`config.mk`:
```
export PLATFORM = sky130hd
export DESIGN_NAME = serial_adder_n
export DESIGN_NICKNAME = d
export VERILOG_FILES = /design/src/rtl/serial_adder_n.sv
export SDC_FILE = /design/constraint.sdc
export NUM_CORES = 1
export LEC_CHECK = 0
export BUFFER_PORTS_ARGS = -buffer_cell sky130_fd_sc_hd__buf_2
export CAP_MARGIN = 5
export CELL_PAD_IN_SITES_DETAIL_PLACEMENT = 0
export CELL_PAD_IN_SITES_GLOBAL_PLACEMENT = 2
export CORE_MARGIN = 2
export CORE_UTILIZATION = 40
export DETAILED_ROUTE_END_ITERATION = 10
export PLACE_DENSITY = 0.92
export RECOVER_POWER = 100
export SYNTH_ARGS = -nofsm -noshare
export SYNTH_HDL_FRONTEND = slang
export SYNTH_SLANG_ARGS = --single-unit
```
`constraint.sdc`:
```
create_clock -name clk -period 4.02 [get_ports clk]
set_input_delay 0.402 -clock clk [delete_from_list [all_inputs] [get_ports clk]]
set_output_delay 0.402 -clock clk [all_outputs]
set_load 0.1 [all_outputs]
```
`src/rtl/serial_adder_n.sv`:
```
// Bit-serial adder/subtractor: one result bit per clock through a single carry flop.
// Results are published only on entry to DONE; partial sums stay internal.
module serial_adder_n #(
  parameter int WIDTH = 4
) (
  input  logic             clk,
  input  logic             rst_n,
  input  logic             start,
  input  logic             sub,
  input  logic [WIDTH-1:0] a,
  input  logic [WIDTH-1:0] b,
  output logic             busy,
  output logic             done,
  output logic [WIDTH-1:0] sum,
  output logic             cout,
  output logic             ovf
);

  localparam int CW = (WIDTH > 1) ? $clog2(WIDTH) : 1;
  localparam logic [CW-1:0] LAST_BIT = CW'(WIDTH - 1);

  typedef enum logic [1:0] {
    IDLE = 2'd0,
    RUN  = 2'd1,
    DONE = 2'd2
  } state_t;

  state_t           state_q, state_d;
  logic [WIDTH-1:0] a_q, a_d;
  logic [WIDTH-1:0] b_q, b_d;
  logic [WIDTH-1:0] acc_q, acc_d;
  logic [WIDTH-1:0] sum_q, sum_d;
  logic [CW-1:0]    cnt_q, cnt_d;
  logic             carry_q, carry_d;
  logic             cout_q, cout_d;
  logic             ovf_q, ovf_d;
  logic             busy_q, busy_d;
  logic             done_q, done_d;
  logic             accept_s;
  logic             bit_s;
  logic             carry_out_s;

  // Next-state, datapath and output-register computation.
  always_comb begin
    state_d     = state_q;
    a_d         = a_q;
    b_d         = b_q;
    acc_d       = acc_q;
    sum_d       = sum_q;
    cnt_d       = cnt_q;
    carry_d     = carry_q;
    cout_d      = cout_q;
    ovf_d       = ovf_q;
    accept_s    = 1'b0;
    bit_s       = 1'b0;
    carry_out_s = 1'b0;

    case (state_q)
      IDLE: begin
        if (start) begin
          accept_s = 1'b1;
        end else begin
          state_d = IDLE;
        end
      end
      RUN: begin
        bit_s        = a_q[cnt_q] ^ b_q[cnt_q] ^ carry_q;
        carry_out_s  = (a_q[cnt_q] & b_q[cnt_q]) | (carry_q & (a_q[cnt_q] ^ b_q[cnt_q]));
        acc_d[cnt_q] = bit_s;
        carry_d      = carry_out_s;
        if (cnt_q == LAST_BIT) begin
          // Overflow: carry into the MSB differs from the carry out of it.
          state_d = DONE;
          sum_d   = acc_d;
          cout_d  = carry_out_s;
          ovf_d   = carry_q ^ carry_out_s;
        end else begin
          cnt_d = cnt_q + CW'(1);
        end
      end
      DONE: begin
        if (start) begin
          accept_s = 1'b1;
        end else begin
          state_d = IDLE;
        end
      end
      default: begin
        state_d = IDLE;
      end
    endcase

    // Subtraction is a + ~b + 1, so the carry is seeded with sub.
    if (accept_s) begin
      state_d = RUN;
      a_d     = a;
      b_d     = sub ? ~b : b;
      carry_d = sub;
      cnt_d   = '0;
      acc_d   = '0;
    end else begin
      a_d = a_d;
    end

    busy_d = (state_d == RUN);
    done_d = (state_d == DONE);
  end

  // State and datapath registers with asynchronous clear.
  always_ff @(posedge clk or negedge rst_n) begin
    if (!rst_n) begin
      state_q <= IDLE;
      a_q     <= '0;
      b_q     <= '0;
      acc_q   <= '0;
      sum_q   <= '0;
      cnt_q   <= '0;
      carry_q <= 1'b0;
      cout_q  <= 1'b0;
      ovf_q   <= 1'b0;
      busy_q  <= 1'b0;
      done_q  <= 1'b0;
    end else begin
      state_q <= state_d;
      a_q     <= a_d;
      b_q     <= b_d;
      acc_q   <= acc_d;
      sum_q   <= sum_d;
      cnt_q   <= cnt_d;
      carry_q <= carry_d;
      cout_q  <= cout_d;
      ovf_q   <= ovf_d;
      busy_q  <= busy_d;
      done_q  <= done_d;
    end
  end

  assign busy = busy_q;
  assign done = done_q;
  assign sum  = sum_q;
  assign cout = cout_q;
  assign ovf  = ovf_q;

endmodule

```
==> summary.txt, run 1 <==
Cells and area
  • Share of layout cells above drive strength 1: roughly 34%
  • Syn-to-layout area delta: 11.43%
  • Filler instances: about 260
  • Ant diodes: 0
  • Nets: 122

Timing
  • RSZ-0062 raised after global routing: no
  • Endpoints failing setup: 0
  • Worst Skew: ~0.012 ns
  • Max-slew violation count: 0
  • Final Hold Vio Count: 0
  • Final worst-path cycle share: a little under three fifths
  • Worst Max-Slew Pin Slew: approximately 1.3 ns
  • Final WS setup: ~1.7 ns
  • Hold Slack: between 0.3 and 0.4 ns
  • Min Tclk post-route: roughly 2.3 ns
  • Achievable Freq: roughly 0.44 GHz
  • Slew HR: 16.12%
  • Sum Neg Setup Slack: 0 ns

Floorplan
  • Starting Density: 42.51%
  • Die height: between 50 and 60 um
  • Ports: 20
  • Core area: around 2800 sq um
  • Row cnt: 19
  • Die area: approximately 3400 sq um
  • Die width: 58.37 um

Global routing
  • Total global routing overflow: 0
  • Vias in the first global route: 696
  • Pin count of the biggest net entering global routing: 25
  • Gr usage total: 12.24%
  • Initial antenna violation count: 0
  • Global-route wire length before repair: 3132 um

Setup path
  • Critical R2R Launch: cnt_q[0]
  • CP Data Required Time: 4.23 ns
  • Max FO, Critical Path: 7
  • Crit path DAT: approximately 2.5 ns
  • Reg2Reg Depth: 4
  • Reg2reg end: sum[2]
  • Startpoint class of the critical path: register
  • Kind of critical path: reg -> reg
  • Crit path capture type: register
  • Register-to-register setup slack: approximately 1.7 ns

Synthesis
  • Mapped Cells: between 80 and 90
  • Yosys reg bits: 24
  • Share of flip-flops with an asynchronous set or reset: 100.0%
  • Cell Area, Synth: 1182 sq um
  • Post-synth EDFFs: 0
  • Most used flip-flop cell after synthesis: dfrtp_1
  • Distinct cells, synth: 25
  • Syn Nets: around 100
  • Yosys warns: 0
  • Post-synthesis sequential area ratio: 50.79%
  • Avg Inst Size Synth: roughly 14 sq um

Drt
  • ANT nets after route: 0
  • Routed WL per cell: roughly 14 um
  • Wirelength, routed: between 1500 and 2000 um
  • Via density: around 5.5
  • # DRC: 0
  • Vias post-DR: approximately 740
  • First DRT Iteration DRCs: 23
  • First-pass iteration count of the detailed router: 4

Clock network
  • CTS Sinks: 24
  • Clk buf depth: 2
  • Setup Fix Bufs, Post-CTS: 0
  • H-tree depth: 1
  • Inserted Clock Buffers: 3
  • CTS tree: yes
  • CTS Root Cell: clkbuf_4
  • CTS resizes: 0
  • Hold_buf cts: 0
  • Worst-path clk slew: about 0.14 ns
  • Worst skew pair latency: around 0.32 ns

Place
  • GP Congestion: ~0.73
  • Hpwl dp: approximately 1400 um
  • Number of I/O port buffers: 19
  • Setup WS pre-CTS: between 1.5 and 2 ns

Job
  • # Max-Cap Violations: 0

Status
  • Status: completed

Min path
  • Hold WC Path Type: in -> async
## kinds of logic after synthesis
family | count (synthesis) | synth area share (%)
flops | 24 | 50.79
mux | 21 | 21.59
fa+ha+maj | 5 | 5.926
buf+inv | 8 | 2.962
compound gates | 8 | 5.080
simple gates | 15 | 9.949
xor+xnor | 5 | 3.704
## state kept, by name, summed over array words and instances, names as in the netlist
name / flops
ovf: 1
cnt_q: 2
b_q: 4
cout: 1
busy: 1
state_q: 2
carry_q: 1
acc_q: 3
sum: 4
a_q: 4
done: 1
## layout make-up
cell class | count | area, sq um | share of cell area (%)
Timing Repair Buffer | 19 | 83.83 | 6.363
Inverter | 3 | 11.26 | 0.8547
Tap cell | 31 | 38.79 | 2.944
Multi-Input combinational cell | 54 | 546.8 | 41.50
Sequential cell | 24 | 600.6 | 45.58
Clock buffer | 4 | 36.28 | 2.754
## synth_stat cells (2+ instances only)
cell type	instances	area, sq um
nand2_1	2	7.510
inv_1	3	11.26
mux4_2	2	45.04
mux2i_1	3	30.03
and4b_1	3	30.03
o21ai_0	2	10.01
buf_2	3	15.01
and3b_1	2	17.52
nand3b_1	3	22.52
ha_1	4	50.05
mux2_2	16	180.2
xor2_1	5	43.79
a31o_2	3	26.28
dfrtp_1	24	600.6
## worst max-delay path by stage
stage                   from  slack (ns)      to  cells past startpoint
floorplan           cnt_q[0]        1.88  sum[0]                      4
finish              cnt_q[0]        1.74  sum[2]                      4
detailed placement  cnt_q[0]        1.76  sum[2]                      4
global route        cnt_q[0]        1.65  sum[2]                      4
CTS                 cnt_q[0]        1.74  sum[2]                      4
global placement    cnt_q[0]        1.80  sum[1]                      4
## worst max-delay path, cell delays in order, from the launching register on
cell and delay (ns):
dfrtp_1 0.51, mux4_2 0.55, fa_1 0.56, mux2_2 0.30, mux2_2 0.25
## per-layer routing
layer  GRT usage (%)  share of wire, %  wire [um]
met1           15.92                46        875
met2           19.42                47        895
met3           3.956               5.6        107
met4           3.987              0.90         17
met5               0                 0          0
## placed cells by master (no fill, tap or decap), types with 3 or more instances in the layout
cell | netlist | final
dfrtp_1 | 24 | 24
mux2_2 | 16 | 16
buf_2 | 3 | 10
clkbuf_1 | 0 | 9
xor2_1 | 5 | 5
ha_1 | 4 | 4
inv_1 | 3 | 3
nand3b_1 | 3 | 3
and4b_1 | 3 | 3
a31o_2 | 3 | 3
mux2i_1 | 3 | 3
clkbuf_4 | 0 | 3
## per-stage QoR
stage                     util (%)  instances  cell area, sq um
final                        47.37        135              1318
after global routing         47.37        135              1318
after CTS                    47.77        135              1329
after detailed placement     46.47        131              1292
after global placement       46.47        131              1292
after floorplan                  -         86              1182
Power of run 1 is not shown: default switching activity piles up to over one toggle a cycle in this logic, so the estimate is an artifact.
==> run 2: changes to the inputs <==
- CORE_UTILIZATION: 40 -> 33
- PLACE_DENSITY: 0.92 -> 0.82
- clock period: 4.02 -> 1.9 ns (I/O delays scaled with it)
==> run 2 against run 1 <==
Effect of this change: the run now ends with negative setup slack left; die area rose by 20%; count of clock-buffer cells in the layout did not move; final cell count rose by 15%; sequential cell count did not move; register-to-register slack got worse by 1.9 ns; non-clock buffer count rose by 5; first-iteration DRC count rose by 4.3%; setup slack got worse by 1.9 ns; global-route usage fell by 1.2 points; critical path depth did not move; via count rose by 1.6%; hold slack got worse by 0.21 ns.
==> summary.txt, run 2 (synthesized netlist as in run 1, its figures left out) <==
Status
  • Status: finished with violations
  • Failing checks: negative setup slack

Setup path
  • Reg2Reg Depth: 4 (unchanged)
  • Startpoint class of the critical path: register
  • Crit path capture type: register
  • Largest delay contributor family on the critical path: multiplexers
  • Register-to-register setup slack: -0.20 ns (-1.94 ns)
  • Critical path's most frequent cell: mux2_4
  • Kind of critical path: reg -> reg
  • Crit-path slowest cell: mux4_2
  • Crit-path max cell delay: 0.53 ns (-0.03 ns)
  • Max FO, Critical Path: 7 (unchanged)
  • CP bufs+invs: 0 (unchanged)
  • Crit path DAT: 2.31 ns (-0.18 ns)
  • Critical R2R Launch: cnt_q[0]
  • CP Cell Sequence: mux4_2 > fa_2 > mux2_4 > mux2_4
  • Reg2reg end: sum[1]
  • CP Data Required Time: 2.11 ns (-2.12 ns)

Place
  • Hpwl dp: 1488 um (+6.8%)
  • Post-DP Area: 1345 sq um (+4.1%)
  • GP Congestion: 0.7298 (-0.25%)
  • Setup WS pre-CTS: -0.1926 ns (-1.951 ns)
  • Number of I/O port buffers: 19 (unchanged)

Drt
  • Vias post-DR: 750 (+1.6%)
  • Wirelength, routed: 1951 um (+2.9%)
  • Via density: 4.839 (-11%)
  • ANT nets after route: 0 (unchanged)
  • Routed WL per cell: 12.59 um (-10%)
  • First-pass iteration count of the detailed router: 4 (unchanged)
  • First DRT Iteration DRCs: 24 (+4.3%)
  • # DRC: 0 (unchanged)

Clock network
  • Setup Fix Bufs, Post-CTS: 0 (unchanged)
  • Inserted Clock Buffers: 3 (unchanged)
  • H-tree depth: 1 (unchanged)
  • Clk buf depth: 2 (unchanged)
  • CTS Sinks: 24 (unchanged)
  • CTS Root Cell: clkbuf_4
  • Worst-path clk slew: 0.13 ns (about the same)
  • Worst skew pair latency: 0.31 ns (about the same)
  • CTS tree: yes

Global routing
  • Global-route wire length before repair: 3491 um (+11%)
  • Vias in the first global route: 759 (+9.1%)
  • M2 GR Usage: 18.75% (-0.67 points)
  • Pin count of the biggest net entering global routing: 25 (unchanged)
  • Grt peak-use layer: met2
  • Total global routing overflow: 0 (unchanged)
  • Met1 usage in global routing: 13.14% (-2.8 points)
  • Routing usage on met3: 3.697% (-0.26 points)
  • Gr usage total: 11.02% (-1.2 points)
  • Initial antenna violation count: 0 (unchanged)

Floorplan
  • Ports: 20 (unchanged)
  • Die height: 63.86 um (+9.4%)
  • Row cnt: 21 (+2)
  • Starting Density: 34.88% (-7.6 points)
  • Core area: 3390 sq um (+22%)
  • Die width: 63.86 um (+9.4%)
  • Die area: 4078 sq um (+20%)

Timing
  • Endpoints failing setup: 6 (+6)
  • Worst Max-Slew Pin Slew: 1.269 ns (+0.01067 ns)
  • Worst Skew: 0.002867 ns (-0.008973 ns)
  • Max-slew violation count: 0 (unchanged)
  • Min Tclk post-route: 2.099 ns (-0.1802 ns)
  • Final worst-path cycle share: 110.5% (+54 points)
  • RSZ-0062 raised after global routing: yes
  • Achievable Freq: 0.4764 GHz (+8.6%)
  • Final WS setup: -0.1993 ns (-1.940 ns)
  • Hold Slack: 0.1012 ns (-0.2146 ns)
  • Slew HR: 15.41% (-0.71 points)
  • Final Hold Vio Count: 0 (unchanged)

Min path
  • Hold_sp: a[0]
  • Worst Hold Depth: 2
  • Hold WC Path Type: in -> reg
  • Worst Hold Path EP: a_q[0]

Job
  • # Max-Cap Violations: 0 (unchanged)

Cells and area
  • Final Cell Area: 1401 sq um (+6.4%)
  • Syn-to-layout area delta: 18.52%
  • Ant diodes: 0 (unchanged)
  • Commonest non-fill, non-tap cell in the layout: dfrtp_1
  • Nets: 127 (+4.1%)
  • Commonest non-fill, non-tap cells in the layout: dfrtp_1 (23), mux2_2 (11), buf_2 (10), clkbuf_2 (8)
  • Share of layout cells above drive strength 1: 43.12% (+9.5 points)
-- run 2: changes by cell type in the layout (fill, tap and decap cells not counted), sizes merged --
cell         previous run  this run
clkbuf                 13        15
buf                    10        12
dlygate4sd3             0         1
-- run 2: worst max-delay path by stage --
| stage | startpoint | cells past startpoint | endpoint |
|---|---|---|---|
| after floorplan | cnt_q[0] | 4 | sum[2] |
| after global placement | cnt_q[0] | 4 | sum[1] |
| after detailed placement | cnt_q[0] | 4 | sum[1] |
| after CTS | cnt_q[0] | 4 | sum[1] |
| after global routing | cnt_q[0] | 4 | sum[1] |
| final | cnt_q[0] | 4 | sum[1] |
-- run 2: layer usage --
layer  vias to the layer above  part of all wire (%)
met5                         -                     0
met4                         0                  0.72
met3                         2                   4.6
met2                        20                    48
met1                       374                    47
li1                        354                     -
-- run 2: through the flow --
| stage | std cells | TNS, ns | util [%] |
|---|---|---|---|
| after global routing | 155 | -1.321 | 41.34 |
| after global placement | 150 | -0.6405 | 39.68 |
| after detailed placement | 150 | -0.7634 | 39.68 |
| final | 155 | -0.7953 | 41.34 |
| after floorplan | 86 | -0.5821 | - |
| after CTS | 155 | -0.9459 | 41.05 |
-- run 2: layout make-up --
type / count / area (sq um)
fill: 327 / 1988
sequential: 24 / 601.8
multi-input combinational: 54 / 568.0
timing repair buffer: 24 / 126.4
tap: 46 / 57.56
clock buffer: 4 / 36.28
inverter: 3 / 11.26
-- run 2: worst reg2reg max path, stage by stage, from the launching register on --
cell and delay, ns:
dfrtp_2 0.42, mux4_2 0.53, fa_2 0.52, mux2_4 0.28, mux2_4 0.26
-- run 2: repair_timing --
item | in CTS | in global routing
hold endpoints to repair | 24 | 0
pin swaps | 0 | 4
setup endpoints to repair | 6 | 8
gates resized for setup | 0 | 6
hold buffers | 1 | 0
Power of run 2 is left out for the same reason.
==> run 3: changes to the inputs <==
- clock period: 1.9 -> 1.7 ns (I/O delays scaled with it)
==> run 3 against run 2 <==
Effect of this change: the flow still finishes with violations (negative setup slack); first-iteration DRC count rose by 42%; critical path type unchanged; non-clock buffer count rose by 4; via count rose by 1.7%; setup slack got worse by 0.21 ns; sequential cell count did not move.
==> summary.txt, run 3 (synthesized netlist as in run 1, its figures left out) <==
Global routing
  • Pin count of the biggest net entering global routing: 25 (unchanged)
  • Total global routing overflow: 0 (unchanged)
  • Global-route wire length before repair: 3788 um (+8.5%)
  • Gr usage total: 11.97% (+0.95 points)
  • Vias in the first global route: 811 (+6.9%)
  • Initial antenna violation count: 0 (unchanged)

Cells and area
  • Commonest non-fill, non-tap cell in the layout: dfrtp_1
  • Filler instances: 319 (-2.4%)
  • Reg area: 601.8 sq um (unchanged)
  • Commonest non-fill, non-tap cells in the layout: dfrtp_1 (23), buf_2 (10), mux2_2 (9), clkbuf_2 (9), mux2_4 (7)
  • Final Cell Area: 1443 sq um (+2.9%)
  • Nets: 131 (+3.1%)
  • Syn-to-layout area delta: 22.01%
  • Multi-input gate area: 580.6 sq um (+2.2%)
  • Ant diodes: 0 (unchanged)
  • Share of layout cells above drive strength 1: 46.90% (+3.8 points)

Setup path
  • Crit path capture type: register
  • Startpoint class of the critical path: register
  • Crit path DAT: 2.32 ns (about the same)
  • Reg2Reg Depth: 4 (unchanged)
  • Crit-path max cell delay: 0.53 ns (about the same)
  • Reg2reg end: sum[2]
  • CP Cell Sequence: mux4_2 > fa_2 > mux2_4 > mux2_4
  • Critical path's most frequent cell: mux2_4
  • Critical R2R Launch: cnt_q[0]
  • Crit-path slowest cell: mux4_2
  • Kind of critical path: reg -> reg
  • CP Data Required Time: 1.91 ns (-0.20 ns)
  • Max FO, Critical Path: 6 (-1)
  • Register-to-register setup slack: -0.41 ns (-0.21 ns)

Floorplan
  • Die area: 4078 sq um (unchanged)
  • Ports: 20 (unchanged)
  • Die height: 63.86 um (unchanged)
  • Row cnt: 21 (unchanged)
  • Die width: 63.86 um (unchanged)
  • Starting Density: 34.88% (unchanged)
  • Core area: 3390 sq um (unchanged)

Clock network
  • Worst skew pair latency: 0.31 ns (about the same)
  • CTS tree: yes
  • Inserted Clock Buffers: 3 (unchanged)
  • Clk buf depth: 2 (unchanged)
  • Worst-path clk slew: 0.13 ns (about the same)
  • H-tree depth: 1 (unchanged)
  • CTS Root Cell: clkbuf_4
  • CTS Sinks: 24 (unchanged)

Timing
  • Final Hold Vio Count: 0 (unchanged)
  • Worst Max-Slew Pin Slew: 0.5849 ns (-0.6840 ns)
  • Final WS setup: -0.4098 ns (-0.2105 ns)
  • Min Tclk post-route: 2.110 ns (+0.01055 ns)
  • Final worst-path cycle share: 124.1% (+14 points)
  • Achievable Freq: 0.4740 GHz (-0.50%)
  • RSZ-0062 raised after global routing: yes
  • Endpoints failing setup: 10 (+4)
  • Worst Skew: 0.004879 ns (+0.002012 ns)
  • Max-slew violation count: 0 (unchanged)
  • Slew HR: 61.01% (+46 points)

Place
  • GP Congestion: 0.7268 (-0.41%)
  • Post-DP Area: 1360 sq um (+1.1%)
  • Number of I/O port buffers: 19 (unchanged)

Job
  • # Max-Cap Violations: 0 (unchanged)

Min path
  • Hold_sp: a[2]
  • Worst Hold Path EP: a_q[2]
  • Worst Hold Depth: 2 (unchanged)
  • Hold WC Path Type: in -> reg

Drt
  • Vias post-DR: 763 (+1.7%)
  • # DRC: 0 (unchanged)
  • First-pass iteration count of the detailed router: 3 (-1)
  • First DRT Iteration DRCs: 34 (+42%)
  • ANT nets after route: 0 (unchanged)
  • Routed WL per cell: 13.34 um (+6.0%)
  • Wirelength, routed: 2121 um (+8.7%)
  • Via density: 4.799 (-0.83%)

Status
  • Status: finished with violations
  • Failing checks: negative setup slack
[run 3: area by class of cell]
cell class	count	share of cell area, %
timing repair buffer	28	11.45
inverter	3	0.7806
multi-input combinational	54	40.24
clock buffer	4	1.821
sequential	24	41.72
tap	46	3.990
[run 3: layer usage]
| metal | global-route usage, % | up-vias | routed length, um |
|---|---|---|---|
| met1 | 13.96 | 380 | 949 |
| met5 | 0 | - | 0 |
| met4 | 4.891 | 0 | 12 |
| met3 | 2.641 | 2 | 77 |
| met2 | 21.09 | 15 | 1081 |
| li1 | - | 366 | - |
[run 3: per-stage QoR]
step	utilization, %	hold slack (ns)	setup TNS (ns)	instances	worst slack [ns]
3_5_place_dp	40.13	0.1835	-2.237	152	-0.3943
5_1_grt	42.56	0.05560	-3.656	159	-0.4928
4_1_cts	42.08	0.07160	-2.901	159	-0.4199
3_3_place_gp	40.13	0.1802	-2.063	152	-0.3699
2_1_floorplan	-	-0.1256	-1.951	86	-0.3602
6_report	42.56	0.08201	-2.790	159	-0.4098
[run 3: how the worst max path moves through the flow]
stage / from / to / slack [ns] / depth (start not counted)
after floorplan: cnt_q[0] / sum[0] / -0.36 / 4
after global routing: cnt_q[0] / sum[2] / -0.49 / 4
final: cnt_q[0] / sum[2] / -0.41 / 4
after global placement: cnt_q[0] / sum[1] / -0.37 / 4
after detailed placement: cnt_q[0] / sum[2] / -0.39 / 4
after CTS: cnt_q[0] / sum[0] / -0.42 / 4
[run 3: repair_timing]
item	CTS	global route
setup buffers	2	0
resized for setup	4	6
cloned	0	0
pin swaps	4	3
hold endpoints to repair	24	0
endpoints found under the setup margin	9	12
hold buffers	1	0
[run 3: critical path, delay by kind of cell, from the launching register on]
family | cells | cell delay [ns]
multiplexers | 3 | 1.06
flip-flops | 1 | 0.42
adder cells (fa/ha/maj) | 1 | 0.52
Power of run 3 is left out for the same reason.
